### config.mk
export PLATFORM = sky130hd
export DESIGN_NAME = dmem_arbiter_flat
export DESIGN_NICKNAME = d
export VERILOG_FILES = /design/src/rtl/dmem_arbiter_pkg.sv /design/src/rtl/dmem_arbiter_if.sv /design/src/rtl/dmem_arbiter_rr.sv /design/src/rtl/dmem_arbiter.sv /design/src/flat_wrapper.sv
export SDC_FILE = /design/constraint.sdc
export NUM_CORES = 1
export LEC_CHECK = 0
export ABC_AREA = 1
export BUFFER_PORTS_ARGS = -buffer_cell sky130_fd_sc_hd__buf_2
export CAP_MARGIN = 20
export CORE_AREA = 2 2 105 107
export CTS_BUF_LIST = sky130_fd_sc_hd__clkbuf_4 sky130_fd_sc_hd__clkbuf_8
export DETAILED_ROUTE_END_ITERATION = 6
export DIE_AREA = 0 0 107 109
export SETUP_SLACK_MARGIN = 0.15
export SLEW_MARGIN = 20
export SYNTH_ARGS = -nofsm -noshare
export SYNTH_HDL_FRONTEND = slang
export SYNTH_SLANG_ARGS = --single-unit
### constraint.sdc
create_clock -name ACLK -period 6.4 [get_ports ACLK]
set_input_delay 1.28 -clock ACLK [delete_from_list [all_inputs] [get_ports ACLK]]
set_output_delay 1.28 -clock ACLK [all_outputs]
set_load 0.03 [all_outputs]
### src/rtl/dmem_arbiter_pkg.sv
// dmem_arb_pkg: arbiter states, reset constants and the memory window range check.
package dmem_arb_pkg;

    typedef enum logic [1:0] {IDLE, RD_WAIT, RESP} arb_state_t;

    localparam logic [31:0] RDATA_ZERO = 32'h0;

    // 33-bit compare keeps base + size from wrapping at the top of the address space
    function automatic logic in_range(input logic [31:0] addr, input logic [31:0] base, input logic [32:0] size);
        return ({1'b0, addr} >= {1'b0, base}) && ({1'b0, addr} < {1'b0, base} + size);
    endfunction

endpackage

### src/rtl/dmem_arbiter_if.sv
// dmem_arbiter_if: requester handshake plus DataMemory strobe bus for dmem_arbiter.
interface dmem_arbiter_if #(parameter int NREQ = 2);

    logic [NREQ-1:0]       REQ;
    logic [NREQ-1:0]       REQ_WE;
    logic [NREQ-1:0][31:0] REQ_ADDR;
    logic [NREQ-1:0][31:0] REQ_WDATA;
    logic [NREQ-1:0]       GNT;
    logic [NREQ-1:0]       RSP_VALID;
    logic [31:0]           RSP_RDATA;
    logic                  RSP_ERR;
    logic                  MEM_RDSTB;
    logic                  MEM_WRSTB;
    logic [31:0]           MEM_ADDR;
    logic [31:0]           MEM_WDATA;
    logic [31:0]           MEM_RDATA;

    modport slave (
        input  REQ, REQ_WE, REQ_ADDR, REQ_WDATA, MEM_RDATA,
        output GNT, RSP_VALID, RSP_RDATA, RSP_ERR, MEM_RDSTB, MEM_WRSTB, MEM_ADDR, MEM_WDATA
    );

    modport master (
        output REQ, REQ_WE, REQ_ADDR, REQ_WDATA, MEM_RDATA,
        input  GNT, RSP_VALID, RSP_RDATA, RSP_ERR, MEM_RDSTB, MEM_WRSTB, MEM_ADDR, MEM_WDATA
    );

endinterface

### src/rtl/dmem_arbiter_rr.sv
// rr_arbiter: one-hot round-robin winner; the last served requester has lowest priority.
module rr_arbiter #(
    parameter int NREQ = 2
) (
    input  logic                    ACLK,
    input  logic                    ARESET,
    input  logic [NREQ-1:0]         i_req,
    input  logic                    i_en,
    output logic [NREQ-1:0]         o_gnt,
    output logic [$clog2(NREQ)-1:0] o_win
);

    localparam int W = $clog2(NREQ);

    logic [W-1:0] r_last;
    logic [W-1:0] w_idx;

    // scan farthest-first so the nearest requester after r_last overrides
    always_comb begin
        o_gnt = '0;
        o_win = '0;
        w_idx = '0;
        for (int k = NREQ; k >= 1; k--) begin
            w_idx = W'((int'(r_last) + k) % NREQ);
            if (i_req[w_idx]) begin
                o_gnt        = '0;
                o_gnt[w_idx] = 1'b1;
                o_win        = w_idx;
            end
        end
    end

    always_ff @(posedge ACLK or posedge ARESET)
        if (ARESET)
            r_last <= W'(NREQ - 1);
        else if (i_en)
            r_last <= o_win;

endmodule

### src/rtl/dmem_arbiter.sv
// dmem_arbiter: shares one single-port DataMemory among NREQ requesters,
// one transaction in flight, out-of-range addresses answered locally with an error.
module dmem_arbiter
    import dmem_arb_pkg::*;
#(
    parameter int          NREQ        = 2,
    parameter int          DMSIZE      = 1024,
    parameter logic [31:0] BASEADDRESS = 32'h0000_0000
) (
    input logic          ACLK,
    input logic          ARESET,
    dmem_arbiter_if.slave bus
);

    localparam int W = $clog2(NREQ);

    arb_state_t      r_state, w_next;
    logic [W-1:0]    r_win, w_win;
    logic [NREQ-1:0] w_arb_gnt;
    logic            r_err;
    logic [31:0]     r_rdata;
    logic [31:0]     w_addr;
    logic            w_we, w_ok, w_acc, w_rd, w_wr;

    rr_arbiter #(.NREQ(NREQ)) u_rr (
        .ACLK   (ACLK),
        .ARESET (ARESET),
        .i_req  (bus.REQ),
        .i_en   (w_acc),
        .o_gnt  (w_arb_gnt),
        .o_win  (w_win)
    );

    assign w_addr = bus.REQ_ADDR[w_win];
    assign w_we   = bus.REQ_WE[w_win];
    assign w_ok   = in_range(w_addr, BASEADDRESS, 33'(DMSIZE));
    // gating with ARESET keeps every combinational output low while reset is held
    assign w_acc  = (r_state == IDLE) && (|bus.REQ) && !ARESET;
    assign w_rd   = w_acc && w_ok && !w_we;
    assign w_wr   = w_acc && w_ok && w_we;

    always_comb begin
        w_next        = r_state == IDLE    ? (w_acc ? (w_rd ? RD_WAIT : RESP) : IDLE) :
                        r_state == RD_WAIT ? RESP : IDLE;
        bus.GNT       = w_acc ? w_arb_gnt : '0;
        bus.MEM_RDSTB = w_rd;
        bus.MEM_WRSTB = w_wr;
        bus.MEM_ADDR  = (w_rd || w_wr) ? w_addr : '0;
        bus.MEM_WDATA = w_wr ? bus.REQ_WDATA[w_win] : '0;
        bus.RSP_VALID = r_state == RESP ? NREQ'(1) << r_win : '0;
        bus.RSP_ERR   = (r_state == RESP) && r_err;
        bus.RSP_RDATA = r_rdata;
    end

    // r_rdata only moves into a response cycle, so it holds between responses
    always_ff @(posedge ACLK or posedge ARESET)
        if (ARESET) begin
            r_state <= IDLE;
            r_win   <= '0;
            r_err   <= 1'b0;
            r_rdata <= RDATA_ZERO;
        end else begin
            r_state <= w_next;
            if (w_acc) begin
                r_win <= w_win;
                r_err <= !w_ok;
                if (!w_rd)
                    r_rdata <= RDATA_ZERO;
            end
            if (r_state == RD_WAIT)
                r_rdata <= bus.MEM_RDATA;
        end

endmodule

### src/flat_wrapper.sv
// flat-port wrapper written by rule: the top's interface ports become plain ports
module dmem_arbiter_flat import dmem_arb_pkg::*;
#(
    parameter int          NREQ        = 2,
    parameter int          DMSIZE      = 1024,
    parameter logic [31:0] BASEADDRESS = 32'h0000_0000
)
  (ACLK, ARESET, bus_REQ, bus_REQ_WE, bus_REQ_ADDR, bus_REQ_WDATA, bus_MEM_RDATA, bus_GNT, bus_RSP_VALID, bus_RSP_RDATA, bus_RSP_ERR, bus_MEM_RDSTB, bus_MEM_WRSTB, bus_MEM_ADDR, bus_MEM_WDATA);
  dmem_arbiter_if #(.NREQ(NREQ)) bus_i ();
  input logic ACLK;
  input logic ARESET;
  input wire logic [$bits(bus_i.REQ)-1:0] bus_REQ;
  input wire logic [$bits(bus_i.REQ_WE)-1:0] bus_REQ_WE;
  input wire logic [$bits(bus_i.REQ_ADDR)-1:0] bus_REQ_ADDR;
  input wire logic [$bits(bus_i.REQ_WDATA)-1:0] bus_REQ_WDATA;
  input wire logic [$bits(bus_i.MEM_RDATA)-1:0] bus_MEM_RDATA;
  output wire logic [$bits(bus_i.GNT)-1:0] bus_GNT;
  output wire logic [$bits(bus_i.RSP_VALID)-1:0] bus_RSP_VALID;
  output wire logic [$bits(bus_i.RSP_RDATA)-1:0] bus_RSP_RDATA;
  output wire logic [$bits(bus_i.RSP_ERR)-1:0] bus_RSP_ERR;
  output wire logic [$bits(bus_i.MEM_RDSTB)-1:0] bus_MEM_RDSTB;
  output wire logic [$bits(bus_i.MEM_WRSTB)-1:0] bus_MEM_WRSTB;
  output wire logic [$bits(bus_i.MEM_ADDR)-1:0] bus_MEM_ADDR;
  output wire logic [$bits(bus_i.MEM_WDATA)-1:0] bus_MEM_WDATA;
  assign bus_i.REQ = bus_REQ;
  assign bus_i.REQ_WE = bus_REQ_WE;
  assign bus_i.REQ_ADDR = bus_REQ_ADDR;
  assign bus_i.REQ_WDATA = bus_REQ_WDATA;
  assign bus_i.MEM_RDATA = bus_MEM_RDATA;
  assign bus_GNT = bus_i.GNT;
  assign bus_RSP_VALID = bus_i.RSP_VALID;
  assign bus_RSP_RDATA = bus_i.RSP_RDATA;
  assign bus_RSP_ERR = bus_i.RSP_ERR;
  assign bus_MEM_RDSTB = bus_i.MEM_RDSTB;
  assign bus_MEM_WRSTB = bus_i.MEM_WRSTB;
  assign bus_MEM_ADDR = bus_i.MEM_ADDR;
  assign bus_MEM_WDATA = bus_i.MEM_WDATA;
  dmem_arbiter #(.NREQ(NREQ), .DMSIZE(DMSIZE), .BASEADDRESS(BASEADDRESS)) u_core (.ACLK(ACLK), .ARESET(ARESET), .bus(bus_i));
endmodule
==> flow_metrics.env, run 1 <==
export IMPL_seq_area_um2=927.1
export IMPL_power_density_nw_per_um2=140.8
export IMPL_p_leak_nw=2.700
export IMPL_fin_setup_tns_ns=0
export IMPL_wl_per_cell_um=12.74
export IMPL_netlist_area_um2=2791
export IMPL_io_buffer_count=246
export IMPL_multi_input_area_um2=1499
export IMPL_clock_skew_ns=0.001271
export IMPL_fmax_mhz=202.7
export IMPL_slew_headroom_pct=31.90
export IMPL_muxShareOfSynthArea_pct=0
export IMPL_grt_pass1_wl_um=15750
export IMPL_grt_total_usage_pct=16.73
export IMPL_ys_top_cells_by_count="nand2_1, a21oi_1, dfrtp_1"
export IMPL_synth_xor_area_share_pct=0
export IMPL_htree_levels=2
export IMPL_worstMarginPinSlew_ns=1.020
export IMPL_final_nets=844
export IMPL_synth_main_ff_cell="dfrtp_1"
export IMPL_top_layer_used="met5"
export IMPL_criticalPathCategory="in -> out"
export IMPL_synth_top_family_by_area="simple AND/OR/NAND/NOR gates"
export IMPL_syn_avg_cell_area_um2=6.203
export IMPL_clock_latency_ns=0.28
export IMPL_rsz0062_at_grt="no"
export IMPL_hold_viol=0
export IMPL_hold_buffers=0
export IMPL_wl_met1_um=4078
export IMPL_cts_sinks=37
export IMPL_grt_pass1_vias=3352
export IMPL_ctsLongestPathBuffers=2
export IMPL_drc_errors=0
export IMPL_dieArea_um2=11660
export IMPL_synth_compound_area_share_pct=8.516
export IMPL_synth_edf_count=0
export IMPL_critical_path_startpoint_type="primary input"
export IMPL_synth_simple_gate_area_share_pct=41.95
export IMPL_drt_first_pass_iters=4
export IMPL_period_share_pct=77.10
export IMPL_synthTopCellsByArea="dfrtp_1, nand2_1, a21oi_1"
export IMPL_cp_arrival_ns=3.65
export IMPL_wl_met3_um=890
export IMPL_gr_total_overflow=0
export IMPL_cp_required_ns=5.12
export IMPL_synth_adder_area_share_pct=0
export IMPL_yosys_area_top_type="dfrtp_1"
export IMPL_hp_class="reg -> reg"
export IMPL_die_y_um=109
export IMPL_end_kind="primary output"
export IMPL_dp_hpwl_um=8227
export IMPL_num_antenna_cells=0
export IMPL_vias=3608
export IMPL_yosysWarnings=0
export IMPL_io_pins=269
export IMPL_final_layout_size_suffix_gt1_share_pct=39.18
export IMPL_drv_slew=0
export IMPL_grt_max_degree=68
export IMPL_antenna_left=0
export IMPL_rows=38
export IMPL_fill_cells=1162
export IMPL_finalCriticalPeriod_ns=4.935
export IMPL_cts_tree="done"
export IMPL_wl_um=10430
export IMPL_totalPowerFinal_mw=0.5761
export IMPL_netlist_area_leader_share_pct=32.27
export IMPL_drt_iter0_drc=204
export IMPL_synth_async_reset_ratio_pct=100.0
export IMPL_ys_ff_latch=37
export IMPL_cap_viol_max_count=0
export IMPL_initial_core_util_pct=26.33
export IMPL_yosysMostFrequentCell="nand2_1"
export IMPL_path_clk_slew_ns=0.07
export IMPL_post_cts_resized=0
export IMPL_critPathMaxFanout=67
export IMPL_cts_inserted_buffers=5
export IMPL_status="finished, final reports clean"
export IMPL_cts_root_buf="clkbuf_8"
export IMPL_synth_cells=450
export IMPL_ys_types=23
export IMPL_gp_congestion=0.8024
export IMPL_antenna_found_initial=2
export IMPL_synth_seq_area_share_pct=33.21
export IMPL_viasPerCell=4.405
export IMPL_syn_to_final_growth_pct=46.57
export IMPL_die_x_um=107
export IMPL_coreArea_um2=10600
export IMPL_setup_viol=0
export IMPL_post_cts_buffers=0
export IMPL_ir_drop_v=0.00009845
export IMPL_route_met2_wl_um=5243
layout make-up:
cell class | instances | share of cell area, %
Multi-Input combinational cell | 349 | 36.64
Sequential cell | 37 | 22.66
Clock inverter | 1 | 0.1223
Timing Repair Buffer | 249 | 30.64
Inverter | 36 | 3.303
Tap cell | 140 | 4.281
Clock buffer | 7 | 2.355
logic make-up (layout without fill, tap and decap cells):
kind of cell    after synthesis  count (layout)
flops                        37              37
buf+inv                      85             293
other cells                   1              22
simple gates                280             280
compound gates               47              47
metrics by stage:
stage | instances | utilization [%] | area (um^2) | setup slack, ns | hold slack, ns
floorplan | 471 | - | 2870 | 1.478 | 0.4547
global route | 819 | 38.59 | 4091 | 1.177 | 0.5186
detailed placement | 811 | 37.63 | 3990 | 1.426 | 0.4719
global placement | 811 | 37.59 | 3985 | 1.503 | 0.4703
CTS | 819 | 38.59 | 4091 | 1.416 | 0.4852
finish | 819 | 38.59 | 4091 | 1.465 | 0.4830
power breakdown:
group	internal [mW]	switching (mW)	leakage, nW
Combinational	0.0606	0.0985	2.14
Clock	0.0973	0.0806	0.0542
Sequential	0.237	0.00186	0.506
Total	0.395	0.181	2.70
metal layers:
layer / GRT usage (%) / up-vias
li1: - / 1801
met1: 19.22 / 1614
met2: 30.48 / 171
met3: 4.483 / 18
met4: 4.917 / 4
met5: 0 / -
final timing paths:
path	slack, ns	cells after the start	end	start
min in group asynchronous	1.11	3	u_core.r_win	ARESET
max	1.47	14	bus_MEM_WDATA[8]	bus_REQ[0]
max in group asynchronous	4.95	3	u_core.u_rr.r_last	ARESET
min	0.48	2	u_core.u_rr.r_last	u_core.u_rr.r_last
min reg2reg	0.48	2	u_core.u_rr.r_last	u_core.u_rr.r_last
max reg2reg	3.47	13	u_core.bus.RSP_RDATA[8]	u_core.u_rr.r_last
layout by cell type, fill, tap and decap left out, types with 2 or more instances in the layout:
cell type    n
nand3b_1    13
nand2_1    209
conb_1      22
nand2_2      2
nand3_1     35
inv_1       35
buf_4        3
nor2_1      14
clkbuf_8     7
buf_2      246
o21ai_0      3
a21oi_1     43
nor2_2       2
dfrtp_1     36
sequential cells by signal, indices dropped and copies added, names as in the netlist:
register              count
u_core.bus.RSP_RDATA     32
u_core.r_state            2
u_core.r_err              1
u_core.r_win              1
u_core.u_rr.r_last        1
critical path, cell delays in order:
cell     delay (ns)
buf_2          0.09
nand2_2        0.18
nand2_4        0.12
buf_4          0.52
nand2_1        0.11
nand2_1        0.09
nand2_1        0.05
nor2_1         0.10
nand2_1        0.07
nor2_2         0.19
nand3_1        0.09
buf_4          0.25
a21oi_1        0.25
buf_2          0.25
(Power assumes the default switching activity.)
==> run 2: changes to the inputs <==
Settings changed: ABC_AREA 1 to 0, PLACE_DENSITY set to 0.71.
Clock period 6.4 ns to 4.4 ns, I/O delays scaled along.
==> flow_metrics.env, run 2 <==
export IMPL_final_common_cell="buf_2"
export IMPL_drt_iter0_drc=179
export IMPL_finalCriticalPeriod_ns=3.970
export IMPL_synth_async_reset_ratio_pct=100.0
export IMPL_fmax_mhz=251.9
export IMPL_wl_per_cell_um=15.75
export IMPL_antenna_left=0
export IMPL_top_usage_layer="met2"
export IMPL_cts_sinks=37
export IMPL_drc_errors=0
export IMPL_power_density_nw_per_um2=178.6
export IMPL_yosysMostFrequentCell="nand2_1"
export IMPL_fin_setup_tns_ns=0
export IMPL_io_buffer_count=246
export IMPL_critPathMaxFanout=33
export IMPL_ys_ff_latch=37
export IMPL_final_nets=786
export IMPL_synthTopCellsByArea="dfrtp_1, a2111oi_2, nand2_1"
export IMPL_netlist_area_leader_share_pct=26.40
export IMPL_ctsLongestPathBuffers=2
export IMPL_hold_buffers=0
export IMPL_dp_hpwl_um=9117
export IMPL_totalPowerFinal_mw=0.8528
export IMPL_synth_seq_area_share_pct=27.17
export IMPL_hp_class="in -> async"
export IMPL_drv_slew=0
export IMPL_syn_to_final_growth_pct=39.93
export IMPL_synth_main_ff_cell="dfrtp_1"
export IMPL_clock_latency_ns=0.28
export IMPL_syn_avg_cell_area_um2=8.573
export IMPL_antenna_found_initial=1
export IMPL_met3_usage_pct=2.271
export IMPL_synth_edf_count=0
export IMPL_p_leak_nw=2.330
export IMPL_coreArea_um2=10600
export IMPL_post_cts_buffers=0
export IMPL_criticalPathCategory="in -> out"
export IMPL_grt_pass1_wl_um=18220
export IMPL_ys_types=37
export IMPL_viasPerCell=5.064
export IMPL_rsz0062_at_grt="no"
export IMPL_end_kind="primary output"
export IMPL_ys_top_cells_by_count="nand2_1, a2111oi_2, dfrtp_1"
export IMPL_die_x_um=107
export IMPL_gp_congestion=0.8212
export IMPL_die_y_um=109
export IMPL_path_clk_slew_ns=0.07
export IMPL_post_cts_resized=0
export IMPL_dieArea_um2=11660
export IMPL_clock_skew_ns=0.003239
export IMPL_worst_r2r_path_depth=6
export IMPL_wl_um=12010
export IMPL_rr_endpoint="u_core.bus.RSP_RDATA[19]"
export IMPL_critical_path_startpoint_type="primary input"
export IMPL_netlist_area_um2=3412
export IMPL_htree_levels=2
export IMPL_io_pins=269
export IMPL_rows=38
export IMPL_yosys_area_top_type="dfrtp_1"
export IMPL_gr_total_overflow=0
export IMPL_cts_inserted_buffers=5
export IMPL_yosysWarnings=0
export IMPL_setup_viol=0
export IMPL_worstMarginPinSlew_ns=1.082
export IMPL_ir_drop_v=0.0001121
export IMPL_cts_tree="done"
export IMPL_drt_first_pass_iters=4
export IMPL_largest_register_ffs=32
export IMPL_met2_usage_pct=35.85
export IMPL_r2r_start="u_core.u_rr.r_last"
export IMPL_grt_total_usage_pct=19.43
export IMPL_final_layout_size_suffix_gt1_share_pct=57.33
export IMPL_cap_viol_max_count=0
export IMPL_initial_core_util_pct=32.18
export IMPL_hold_viol=0
export IMPL_cp_required_ns=3.52
export IMPL_cp_arrival_ns=3.09
export IMPL_synth_cells=398
export IMPL_period_share_pct=90.24
export IMPL_cts_root_buf="clkbuf_8"
export IMPL_slew_headroom_pct=27.89
export IMPL_final_cell_mix="buf_2, nand2_1, a2111oi_2"
export IMPL_reg2reg_slack_ns=1.91
export IMPL_use_met1_pct=23.33
export IMPL_vias=3859
export IMPL_grt_pass1_vias=3766
export IMPL_grt_max_degree=62
export IMPL_status="finished, final reports clean"
[run 2: cell count changes in the layout (fill, tap and decap cells not counted), sizes merged, moves of 7 or more]
cell,before,now
nand3b,13,0
o31ai,0,32
nor4,0,7
inv,36,1
a2111oi,0,42
mux2,0,32
a21oi,43,0
nand3,36,2
nand2,212,151
nor2,17,2
buf,249,257
[run 2: worst max-delay path: stages]
cell,delay (ns)
buf_2,0.11
nor3_1,0.44
o21a_1,0.24
nand2b_2,0.54
a2111oi_2,0.57
buf_2,0.28
[run 2: worst max path at each step]
stage / start / endpoint / slack, ns / depth (start not counted)
2_1_floorplan: bus_REQ_ADDR[13] / bus_MEM_ADDR[8] / 0.53 / 5
3_3_place_gp: bus_REQ[1] / bus_MEM_WDATA[11] / 0.55 / 6
3_5_place_dp: bus_REQ[1] / bus_MEM_WDATA[31] / 0.45 / 6
4_1_cts: bus_REQ[1] / bus_MEM_WDATA[31] / 0.46 / 6
5_1_grt: ARESET / bus_MEM_WDATA[31] / 0.31 / 6
6_report: ARESET / bus_MEM_WDATA[31] / 0.43 / 6
[run 2: where the power goes]
| part | internal (mW) | total (mW) | switching [mW] |
|---|---|---|---|
| registers | 0.345 | 0.350 | 0.00439 |
| clock network | 0.142 | 0.260 | 0.118 |
| logic | 0.0871 | 0.243 | 0.156 |
| total | 0.574 | 0.853 | 0.279 |
[run 2: kinds of logic after synthesis]
family / share of synthesized area (%)
other: 0.1099
and+or+nand+nor: 22.11
AOI/OAI and AO/OA: 29.01
buffers and inverters: 10.74
DFF: 27.17
muxes: 10.85
[run 2: final cells by class]
class	count	area [um^2]
Antenna cell	1	2.502
Clock buffer	7	96.34
Clock inverter	1	5.005
Fill cell	1033	5828
Inverter	1	3.754
Multi-Input combinational cell	318	2251
Sequential cell	37	927.1
Tap cell	140	175.2
Timing Repair Buffer	257	1314
[run 2: metal layers]
metal	routed length (um)	vias to the layer above	part of all wire, %
met1	4750	1849	40
met4	247	0	2.1
met3	643	18	5.4
li1	-	1839	-
met2	6365	153	53
met5	0	-	0
[run 2: metrics by stage]
| step | hold WS [ns] | utilization, % | cell area (um^2) | std cells | setup slack [ns] |
|---|---|---|---|---|---|
| final | 0.5099 | 45.03 | 4775 | 762 | 0.4295 |
| after global routing | 0.5059 | 45.03 | 4775 | 762 | 0.3074 |
| after CTS | 0.4959 | 45.01 | 4772 | 761 | 0.4588 |
| after detailed placement | 0.5064 | 44.05 | 4671 | 753 | 0.4510 |
| after global placement | 0.4796 | 44.05 | 4671 | 753 | 0.5458 |
| after floorplan | 0.4654 | - | 3491 | 419 | 0.5314 |
==> run 3: changes to the inputs <==
Settings changed: ABC_AREA 0 to 1, PLACE_DENSITY 0.71 to not set, SLEW_MARGIN 20 to not set.
==> flow_metrics.env, run 3 (synthesis gave the netlist of run 1 again) <==
export IMPL_status="finished, final reports clean"
export IMPL_cp_required_ns=3.52
export IMPL_critPathMaxStageDelay_ns=0.28
export IMPL_cp_cell_sequence="buf_2, nand2_2, nand2_8, buf_6, a21oi_1, nor2_1, nand3_1, nor2_2, nand3_1, buf_4, a21oi_1, buf_2"
export IMPL_end_kind="primary output"
export IMPL_grt_max_degree=38
export IMPL_wl_per_cell_um=12.76
export IMPL_switchingPower_mw=0.2689
export IMPL_dp_hpwl_um=8381
export IMPL_grt_pass1_wl_um=15370
export IMPL_final_cell_mix="buf_2, nand2_1, a21oi_1"
export IMPL_post_cts_resized=0
export IMPL_rows=38
export IMPL_pwr_share_seq_pct=42.7
export IMPL_htree_levels=2
export IMPL_post_route_util_pct=38.78
export IMPL_pre_cts_slack_ns=0.3101
export IMPL_ir_drop_v=0.0002196
export IMPL_setup_viol=0
export IMPL_layout_setup_ws_ns=0.4896
export IMPL_worstSetupEndpoint="bus_MEM_WDATA[22]"
export IMPL_hold_viol=0
export IMPL_wl_um=10500
export IMPL_rsz0062_at_grt="no"
export IMPL_largest_register_ffs=32
export IMPL_critPathSlowestCell="buf_6"
export IMPL_clock_latency_ns=0.28
export IMPL_dp_cells=814
export IMPL_startpoint="bus_REQ[0]"
export IMPL_cts_tree="done"
export IMPL_critical_path_startpoint_type="primary input"
export IMPL_power_density_nw_per_um2=197.8
export IMPL_syn_to_final_growth_pct=47.29
export IMPL_fin_setup_tns_ns=0
export IMPL_p_leak_nw=2.706
export IMPL_multi_input_area_um2=1503
export IMPL_cap_viol_max_count=0
export IMPL_die_y_um=109
export IMPL_drv_slew=0
export IMPL_fmax_mhz=255.7
export IMPL_drc_errors=0
export IMPL_grt_total_usage_pct=16.34
export IMPL_cp_arrival_ns=3.03
export IMPL_post_cts_buffers=0
export IMPL_gr_total_overflow=0
export IMPL_ctsLongestPathBuffers=2
export IMPL_clock_skew_ns=0.003271
export IMPL_hp_start="u_core.u_rr.r_last"
export IMPL_cts_inserted_buffers=5
export IMPL_internal_power_mw=0.5445
export IMPL_io_pins=269
export IMPL_grt_pass1_vias=3233
export IMPL_hold_buffers=0
export IMPL_critPathMaxFanout=35
export IMPL_drt_first_pass_iters=4
export IMPL_criticalPathCategory="in -> out"
export IMPL_final_nets=847
export IMPL_viasPerCell=4.400
export IMPL_pwr_share_comb_pct=29.0
export IMPL_rr_endpoint="u_core.bus.RSP_RDATA[27]"
export IMPL_r2r_start="u_core.u_rr.r_last"
export IMPL_dieArea_um2=11660
export IMPL_antenna_found_initial=2
export IMPL_antenna_left=0
export IMPL_vias=3621
export IMPL_power_frac_clock_pct=28.2
export IMPL_coreArea_um2=10600
export IMPL_worstMarginPinSlew_ns=1.007
export IMPL_cts_root_buf="clkbuf_8"
export IMPL_period_share_pct=88.87
export IMPL_cts_sinks=37
export IMPL_final_layout_size_suffix_gt1_share_pct=39.44
export IMPL_initial_core_util_pct=26.33
export IMPL_swShare_pct=33.06
export IMPL_hp_class="reg -> reg"
export IMPL_instances_no_fill=823
export IMPL_gp_congestion=0.8274
export IMPL_finalCriticalPeriod_ns=3.910
export IMPL_final_common_cell="buf_2"
export IMPL_path_clk_slew_ns=0.07
export IMPL_seq_area_um2=927.1
export IMPL_fill_cells=1187
export IMPL_reg2reg_slack_ns=1.68
export IMPL_worst_r2r_path_depth=11
export IMPL_io_buffer_count=246
export IMPL_die_x_um=107
export IMPL_slew_headroom_pct=32.80
export IMPL_drt_iter0_drc=240
[run 3: how the worst min path moves through the flow]
stage / slack, ns / cells past startpoint / to
6_report: 0.48 / 2 / u_core.u_rr.r_last
2_1_floorplan: 0.45 / 2 / u_core.u_rr.r_last
3_3_place_gp: 0.47 / 2 / u_core.u_rr.r_last
3_5_place_dp: 0.47 / 2 / u_core.u_rr.r_last
5_1_grt: 0.52 / 2 / u_core.u_rr.r_last
4_1_cts: 0.48 / 2 / u_core.u_rr.r_last
[run 3: power groups by stage]
stage               Combinational [mW]  Clock [mW]  Sequential (mW)
finish                           0.236       0.230            0.348
global route                     0.263       0.251            0.348
CTS                              0.233       0.243            0.348
detailed placement               0.232           0            0.354
global placement                 0.230           0            0.354
floorplan                        0.158           0            0.353
[run 3: final cells by class]
| type | instances | share of cell area [%] |
|---|---|---|
| Inverter | 36 | 3.348 |
| Sequential cell | 37 | 22.55 |
| Tap cell | 140 | 4.261 |
| Clock inverter | 3 | 0.4261 |
| Multi-Input combinational cell | 349 | 36.55 |
| Antenna cell | 1 | 0.06086 |
| Timing Repair Buffer | 252 | 31.13 |
| Clock buffer | 5 | 1.674 |
[run 3: critical path: cells and delay by family]
family | cells | cell delay [ns]
simple gates | 6 | 0.93
buf+inv | 4 | 0.87
compound gates | 2 | 0.31
[run 3: routing by layer]
metal | vias to the layer above | wire length (um) | GRT usage, % | part of all wire [%]
met3 | 13 | 950 | 3.885 | 9.0
met1 | 1628 | 4094 | 19.32 | 39
met4 | 2 | 154 | 3.989 | 1.5
li1 | 1809 | - | - | -
met5 | - | 13 | 0 | 0.12
met2 | 169 | 5288 | 29.85 | 50
[run 3: through the flow]
stage               instance area [um^2]  hold WS [ns]  power, mW
global route                        4111        0.5250     0.8627
floorplan                           2870        0.4547     0.5114
finish                              4111        0.4786     0.8134
global placement                    4008        0.4715     0.5842
CTS                                 4094        0.4833     0.8236
detailed placement                  4008        0.4696     0.5865
